`config.mk`:
```
export PLATFORM = sky130hd
export DESIGN_NAME = instr_sequencer
export DESIGN_NICKNAME = d
export VERILOG_FILES = /design/src/rtl/instr_sequencer_pkg.sv /design/src/rtl/seq_watchdog.sv /design/src/rtl/instr_sequencer.sv
export SDC_FILE = /design/constraint.sdc
export NUM_CORES = 1
export LEC_CHECK = 0
export BUFFER_PORTS_ARGS = -buffer_cell sky130_fd_sc_hd__buf_4
export CORE_MARGIN = 3
export CORE_UTILIZATION = 45
export DETAILED_ROUTE_END_ITERATION = 6
export PLACE_DENSITY = 0.71
export SYNTH_ARGS = -nofsm -noshare
export SYNTH_HDL_FRONTEND = slang
export SYNTH_HIERARCHICAL = 1
export SYNTH_SLANG_ARGS = --single-unit
```
`constraint.sdc`:
```
create_clock -name clk -period 2.3 [get_ports clk]
set_clock_uncertainty 0.05 [all_clocks]
set_input_delay 0.345 -clock clk [delete_from_list [all_inputs] [get_ports clk]]
set_output_delay 0.345 -clock clk [all_outputs]
set_load 0.03 [all_outputs]
```
`src/rtl/instr_sequencer_pkg.sv`:
```
// rtl/instr_sequencer_pkg.sv - shared state encoding, opcodes and default widths for the instruction sequencer
package instr_sequencer_pkg;

    localparam int N_DEFAULT        = 8;
    localparam int AW_DEFAULT       = 5;
    localparam int PROG_LEN_DEFAULT = 32;
    localparam int WDT_DEFAULT      = 7;

    localparam logic [1:0] OP_MVI = 2'b00;
    localparam logic [1:0] OP_CPY = 2'b01;
    localparam logic [1:0] OP_ADD = 2'b10;
    localparam logic [1:0] OP_SUB = 2'b11;

    typedef enum logic [3:0] {
        ST_IDLE,
        ST_FETCH,
        ST_LATCH,
        ST_IMM,
        ST_ISSUE,
        ST_WAIT,
        ST_PAUSE,
        ST_HALT,
        ST_ERROR
    } seq_state_e;

    function automatic logic is_mvi(input logic [1:0] opcode);
        return opcode == OP_MVI;
    endfunction

endpackage

```
`src/rtl/seq_watchdog.sv`:
```
// rtl/seq_watchdog.sv - saturating wait counter that flags the last permitted cycle without done
module seq_watchdog
    import instr_sequencer_pkg::*;
#(
    parameter int WDT = WDT_DEFAULT
) (
    input  logic clk,
    input  logic rst,
    input  logic clear_i,
    input  logic enable_i,
    output logic expire_o
);

    localparam int            CW       = $clog2(WDT + 1);
    localparam logic [CW-1:0] CNT_MAX  = CW'(WDT);
    localparam logic [CW-1:0] CNT_LAST = CW'(WDT - 1);

    logic [CW-1:0] cnt_q;

    always_ff @(posedge clk or posedge rst) begin
        if (rst) begin
            cnt_q <= '0;
        end else if (clear_i) begin
            cnt_q <= '0;
        end else if (enable_i && (cnt_q != CNT_MAX)) begin
            cnt_q <= cnt_q + CW'(1);
        end
    end

    // Expires while the WDT-th waiting cycle is in progress, so the error lands exactly WDT cycles in.
    assign expire_o = enable_i && (cnt_q >= CNT_LAST);

endmodule

```
`src/rtl/instr_sequencer.sv`:
```
// rtl/instr_sequencer.sv - fetches program words, issues them to the control unit and tracks completion
module instr_sequencer
    import instr_sequencer_pkg::*;
#(
    parameter int N        = N_DEFAULT,
    parameter int AW       = AW_DEFAULT,
    parameter int PROG_LEN = PROG_LEN_DEFAULT,
    parameter int WDT      = WDT_DEFAULT
) (
    input  logic          clk,
    input  logic          rst,
    input  logic          start,
    input  logic          step_mode,
    input  logic          step,
    output logic [AW-1:0] mem_addr,
    input  logic [N-1:0]  mem_data,
    output logic [N-1:0]  instruction,
    output logic [N-1:0]  imm_data,
    output logic          run,
    input  logic          done,
    output logic [AW-1:0] pc,
    output logic          busy,
    output logic          halted,
    output logic          error
);

    // One extra bit so PROG_LEN = 2^AW and pc overflow are representable.
    localparam logic [AW:0] LEN = (AW + 1)'(PROG_LEN);

    seq_state_e    state_q, state_d;
    logic [AW-1:0] pc_q, pc_d;
    logic [AW-1:0] mem_addr_q, mem_addr_d;
    logic [N-1:0]  instr_q, instr_d;
    logic [N-1:0]  imm_q, imm_d;
    logic          run_q, busy_q, halted_q, error_q;
    logic          wdt_expire;
    logic [AW:0]   pc_next_word;
    logic [AW:0]   pc_adv;

    assign pc_next_word = {1'b0, pc_q} + (AW + 1)'(1);
    assign pc_adv       = {1'b0, pc_q} +
                          (is_mvi(instr_q[N-1 -: 2]) ? (AW + 1)'(2) : (AW + 1)'(1));

    seq_watchdog #(
        .WDT(WDT)
    ) u_watchdog (
        .clk      (clk),
        .rst      (rst),
        .clear_i  (state_q == ST_ISSUE),
        .enable_i (state_q == ST_WAIT),
        .expire_o (wdt_expire)
    );

    always_comb begin
        state_d    = state_q;
        pc_d       = pc_q;
        mem_addr_d = mem_addr_q;
        instr_d    = instr_q;
        imm_d      = imm_q;
        case (state_q)
            ST_IDLE, ST_HALT, ST_ERROR: begin
                if (start) begin
                    state_d = ST_FETCH;
                    pc_d    = '0;
                end
            end
            ST_FETCH: begin
                // Present the following word early so an mvi immediate arrives in IMM.
                mem_addr_d = pc_next_word[AW-1:0];
                state_d    = ST_LATCH;
            end
            ST_LATCH: begin
                instr_d = mem_data;
                if (is_mvi(mem_data[N-1 -: 2])) begin
                    state_d = (pc_next_word >= LEN) ? ST_ERROR : ST_IMM;
                end else begin
                    state_d = ST_ISSUE;
                end
            end
            ST_IMM: begin
                imm_d   = mem_data;
                state_d = ST_ISSUE;
            end
            ST_ISSUE: begin
                state_d = ST_WAIT;
            end
            ST_WAIT: begin
                if (done) begin
                    if (pc_adv >= LEN) begin
                        state_d = ST_HALT;
                        pc_d    = pc_adv[AW] ? '1 : pc_adv[AW-1:0];
                    end else begin
                        pc_d    = pc_adv[AW-1:0];
                        state_d = step_mode ? ST_PAUSE : ST_FETCH;
                    end
                end else if (wdt_expire) begin
                    state_d = ST_ERROR;
                end
            end
            ST_PAUSE: begin
                if (step || !step_mode) begin
                    state_d = ST_FETCH;
                end
            end
            default: begin
                state_d = ST_IDLE;
            end
        endcase
        if (state_d == ST_FETCH) begin
            mem_addr_d = pc_d;
        end
    end

    always_ff @(posedge clk or posedge rst) begin
        if (rst) begin
            state_q    <= ST_IDLE;
            pc_q       <= '0;
            mem_addr_q <= '0;
            instr_q    <= '0;
            imm_q      <= '0;
            run_q      <= 1'b0;
            busy_q     <= 1'b0;
            halted_q   <= 1'b0;
            error_q    <= 1'b0;
        end else begin
            state_q    <= state_d;
            pc_q       <= pc_d;
            mem_addr_q <= mem_addr_d;
            instr_q    <= instr_d;
            imm_q      <= imm_d;
            run_q      <= (state_d == ST_ISSUE);
            busy_q     <= !((state_d == ST_IDLE) || (state_d == ST_HALT) || (state_d == ST_ERROR));
            halted_q   <= (state_d == ST_HALT);
            error_q    <= (state_d == ST_ERROR);
        end
    end

    assign mem_addr    = mem_addr_q;
    assign instruction = instr_q;
    assign imm_data    = imm_q;
    assign run         = run_q;
    assign pc          = pc_q;
    assign busy        = busy_q;
    assign halted      = halted_q;
    assign error       = error_q;

endmodule

```
==> summary.md <==
| Metric | Value |
|---|---|
| Mean post-synth cell area | `11.3 µm²` |
| CP cell instances | `or2_4, inv_2, ha_4, a21o_1, a21oi_2, o32a_1, nand3_4, mux2_4` |
| Run status | `finished clean` |
| Slew HR | `0.679` |
| Yosys reg bits | `37` |
| Yosys warning total | `6` |
| Deepest clock path buffer count | `2` |
| CP required | `2.43 ns` |
| Synth area leaders | `dfrtp_1, mux2_2, ha_1` |
| Final WL | `4270 µm` |
| Vias in the first global route | `1576` |
| Site Rows | `23` |
| Most common cell after layout, fill and taps aside | `buf_4` |
| Synthesized instance count | `178` |
| Crit start category | `register` |
| Share of layout cells above drive strength 1 | `0.432` |
| Core area | `0.00414 mm²` |
| Data arrival, critical path | `2.32 ns` |
| Total grt overflow | `0` |
| Setup crit end kind | `register` |
| Fin. Hold Viols | `0` |
| Starting Density | `0.485` |
| Pwr per Cell Area | `1410 mW/mm²` |
| Synth unique cells | `50` |
| First-pass GRT wire length | `7270 µm` |
| Sequential area share after synthesis | `0.460` |
| Initial antenna violation count | `0` |
| DR vias | `1564` |
| EDFF count, synth | `0` |
| Top cell type's share of synthesized area | `0.460` |
| Worst Max-Slew Pin Slew | `0.481 ns` |
| DP Worst Slack | `-0.0265 ns` |
| Final setup vio count | `0` |
| Reg2reg setup slack | `0.11 ns` |
| Final instance area | `0.00261 mm²` |
| DIE HEIGHT | `72.8 µm` |
| Antenna cells | `0` |
| Worst-path maximum fanout | `5` |
| Clk slew on worst S/H paths | `0.07 ns` |
| F_max | `456 MHz` |
| Ys flop type | `dfrtp_1` |
| CTS tree | `yes` |
| # IOs | `44` |
| Clk sinks | `37` |
| Worst-Skew Late Latency | `0.29 ns` |
| # DRC | `0` |
| CTS HTree Levels | `2` |
| Via density | `5.37` |
| Port-buffer cells | `43` |
| TritonCTS Buffers | `5` |
| Antenna Nets Post-Route | `0` |
| Max Cap Viol | `0` |
| Unrepaired setup endpoints after global routing | `false` |
| TritonRoute pass-1 iters | `4` |
| Number of DRC markers in iteration 0 | `74` |
| Final Critical Period | `2.19 ns` |
| Pin count of the biggest net entering global routing | `35` |
| Slowest library cell on the worst path | `dfrtp_2` |
| Final Cycle Share | `0.954` |
| Syn_nets | `198` |
| Die area | `0.00531 mm²` |
| Cell Area, Placed | `0.00246 mm²` |
| Crit-path leading delay family | `compound AO/OA/AOI/OAI gates` |
| Die extent in x | `72.8 µm` |
| Fin. max-slew vios | `0` |
| PnR worst setup slack | `0.106 ns` |
| Filler Cell Count | `356` |
| Ys async rst share | `1.00` |
| CP Class | `reg -> reg` |
| Area Overhead vs Synth | `29.6%` |
| Pwr Total | `3.67 mW` |
| DR WL/cell | `14.7 µm` |
| GP Congestion | `0.827` |
| Final HPWL DP | `3300 µm` |
| Hold slack | `0.242 ns` |
| Global Route Usage Sum | `0.177` |
| Area leader, netlist | `dfrtp_1` |
| CP bufs+invs | `1` |
| Leakage | `1.24 nW` |
| Synth Cell Area | `0.00201 mm²` |
| Maximum vdd drop | `0.614 mV` |
| Worst Hold Class | `in -> reg` |
| Root Buffer | `clkbuf_8` |
| Crit path largest cell delay | `0.41 ns` |
| Most frequent cells in the layout | `buf_4, dfrtp_1, mux2_2, nand2_1, inv_1` |
| Final Net Count | `260` |
-- state kept, by name, summed over array words and instances (netlist names) --
name / count
mem_addr: 5
u_watchdog/cnt_q: 3
state_q: 4
halted: 1
instruction: 8
run: 1
pc: 5
imm_data: 8
error: 1
busy: 1
-- cells in the mapped netlist, types with 3 or more instances --
library cell  count
dfrtp_1          37
mux2_2           16
nand2_1          12
inv_1            10
a21oi_1           9
nand2b_1          7
o21ai_0           6
and3_1            5
ha_1              5
nand3_1           5
nor2_1            5
nor3_1            5
mux2_4            4
buf_2             3
-- where the power goes --
part / internal [mW] / switching, mW / total (mW) / leakage (nW)
logic: 0.991 / 1.19 / 2.18 / 0.727
registers: 0.907 / 0.151 / 1.06 / 0.465
clock network: 0.210 / 0.218 / 0.428 / 0.0450
-- cells by family after synthesis --
logic type	after synthesis	synth area share
multiplexers	22	0.129
AO/OA/AOI/OAI	38	0.144
AND/OR/NAND/NOR	54	0.173
buffers and inverters	18	0.0392
XOR/XNOR	3	0.0131
flip-flops	37	0.460
adder cells (fa/ha/maj)	6	0.0411
-- through the flow --
stage / TNS [ns] / utilization / std cells
2_1_floorplan: 0 / - / 178
3_3_place_gp: 0 / 0.595 / 278
3_5_place_dp: -0.0745 / 0.595 / 278
4_1_cts: 0 / 0.620 / 289
5_1_grt: 0 / 0.629 / 291
6_report: 0 / 0.629 / 291
-- final timing paths --
check,startpoint,to,cells past startpoint
worst min-delay path,mem_data[1],instruction[1]$_DFFE_PP0P_,2
max in group asynchronous,rst,instruction[7]$_DFFE_PP0P_,4
min in group asynchronous,rst,u_watchdog/cnt_q[1]$_DFFE_PP0P_,3
worst max register to register,instruction[6]$_DFFE_PP0P_,mem_addr[0]$_DFFE_PP0P_,8
worst min register to register,imm_data[6]$_DFFE_PP0N_,imm_data[6]$_DFFE_PP0N_,1
worst max-delay path,instruction[6]$_DFFE_PP0P_,mem_addr[0]$_DFFE_PP0P_,8
-- metal layers --
layer,track usage,up-vias,part of all wire
met3,0.0344,7,0.037
met4,0.0676,0,0.017
met1,0.237,764,0.46
li1,-,768,-
met5,0,-,0
met2,0.285,25,0.49
-- layout make-up --
| class | instances | area, µm² | area share |
|---|---|---|---|
| Multi-Input combinational cell | 123 | 1030 | 0.394 |
| Sequential cell | 37 | 928 | 0.356 |
| Timing Repair Buffer | 61 | 460 | 0.177 |
| Clock buffer | 6 | 72.6 | 0.0279 |
| Tap cell | 50 | 62.6 | 0.0240 |
| Inverter | 12 | 45.0 | 0.0173 |
| Clock inverter | 2 | 10.0 | 0.00384 |
-- repair_timing --
item / in CTS / in global routing
setup endpoints to repair: 3 / 6
gates resized for setup: 0 / 4
pin swaps: 1 / 5
hold buffers: 1 / 0
buffers inserted: 2 / 2
hold endpoints to repair: 3 / 0
Note: power is estimated with default switching activity, not from simulation.
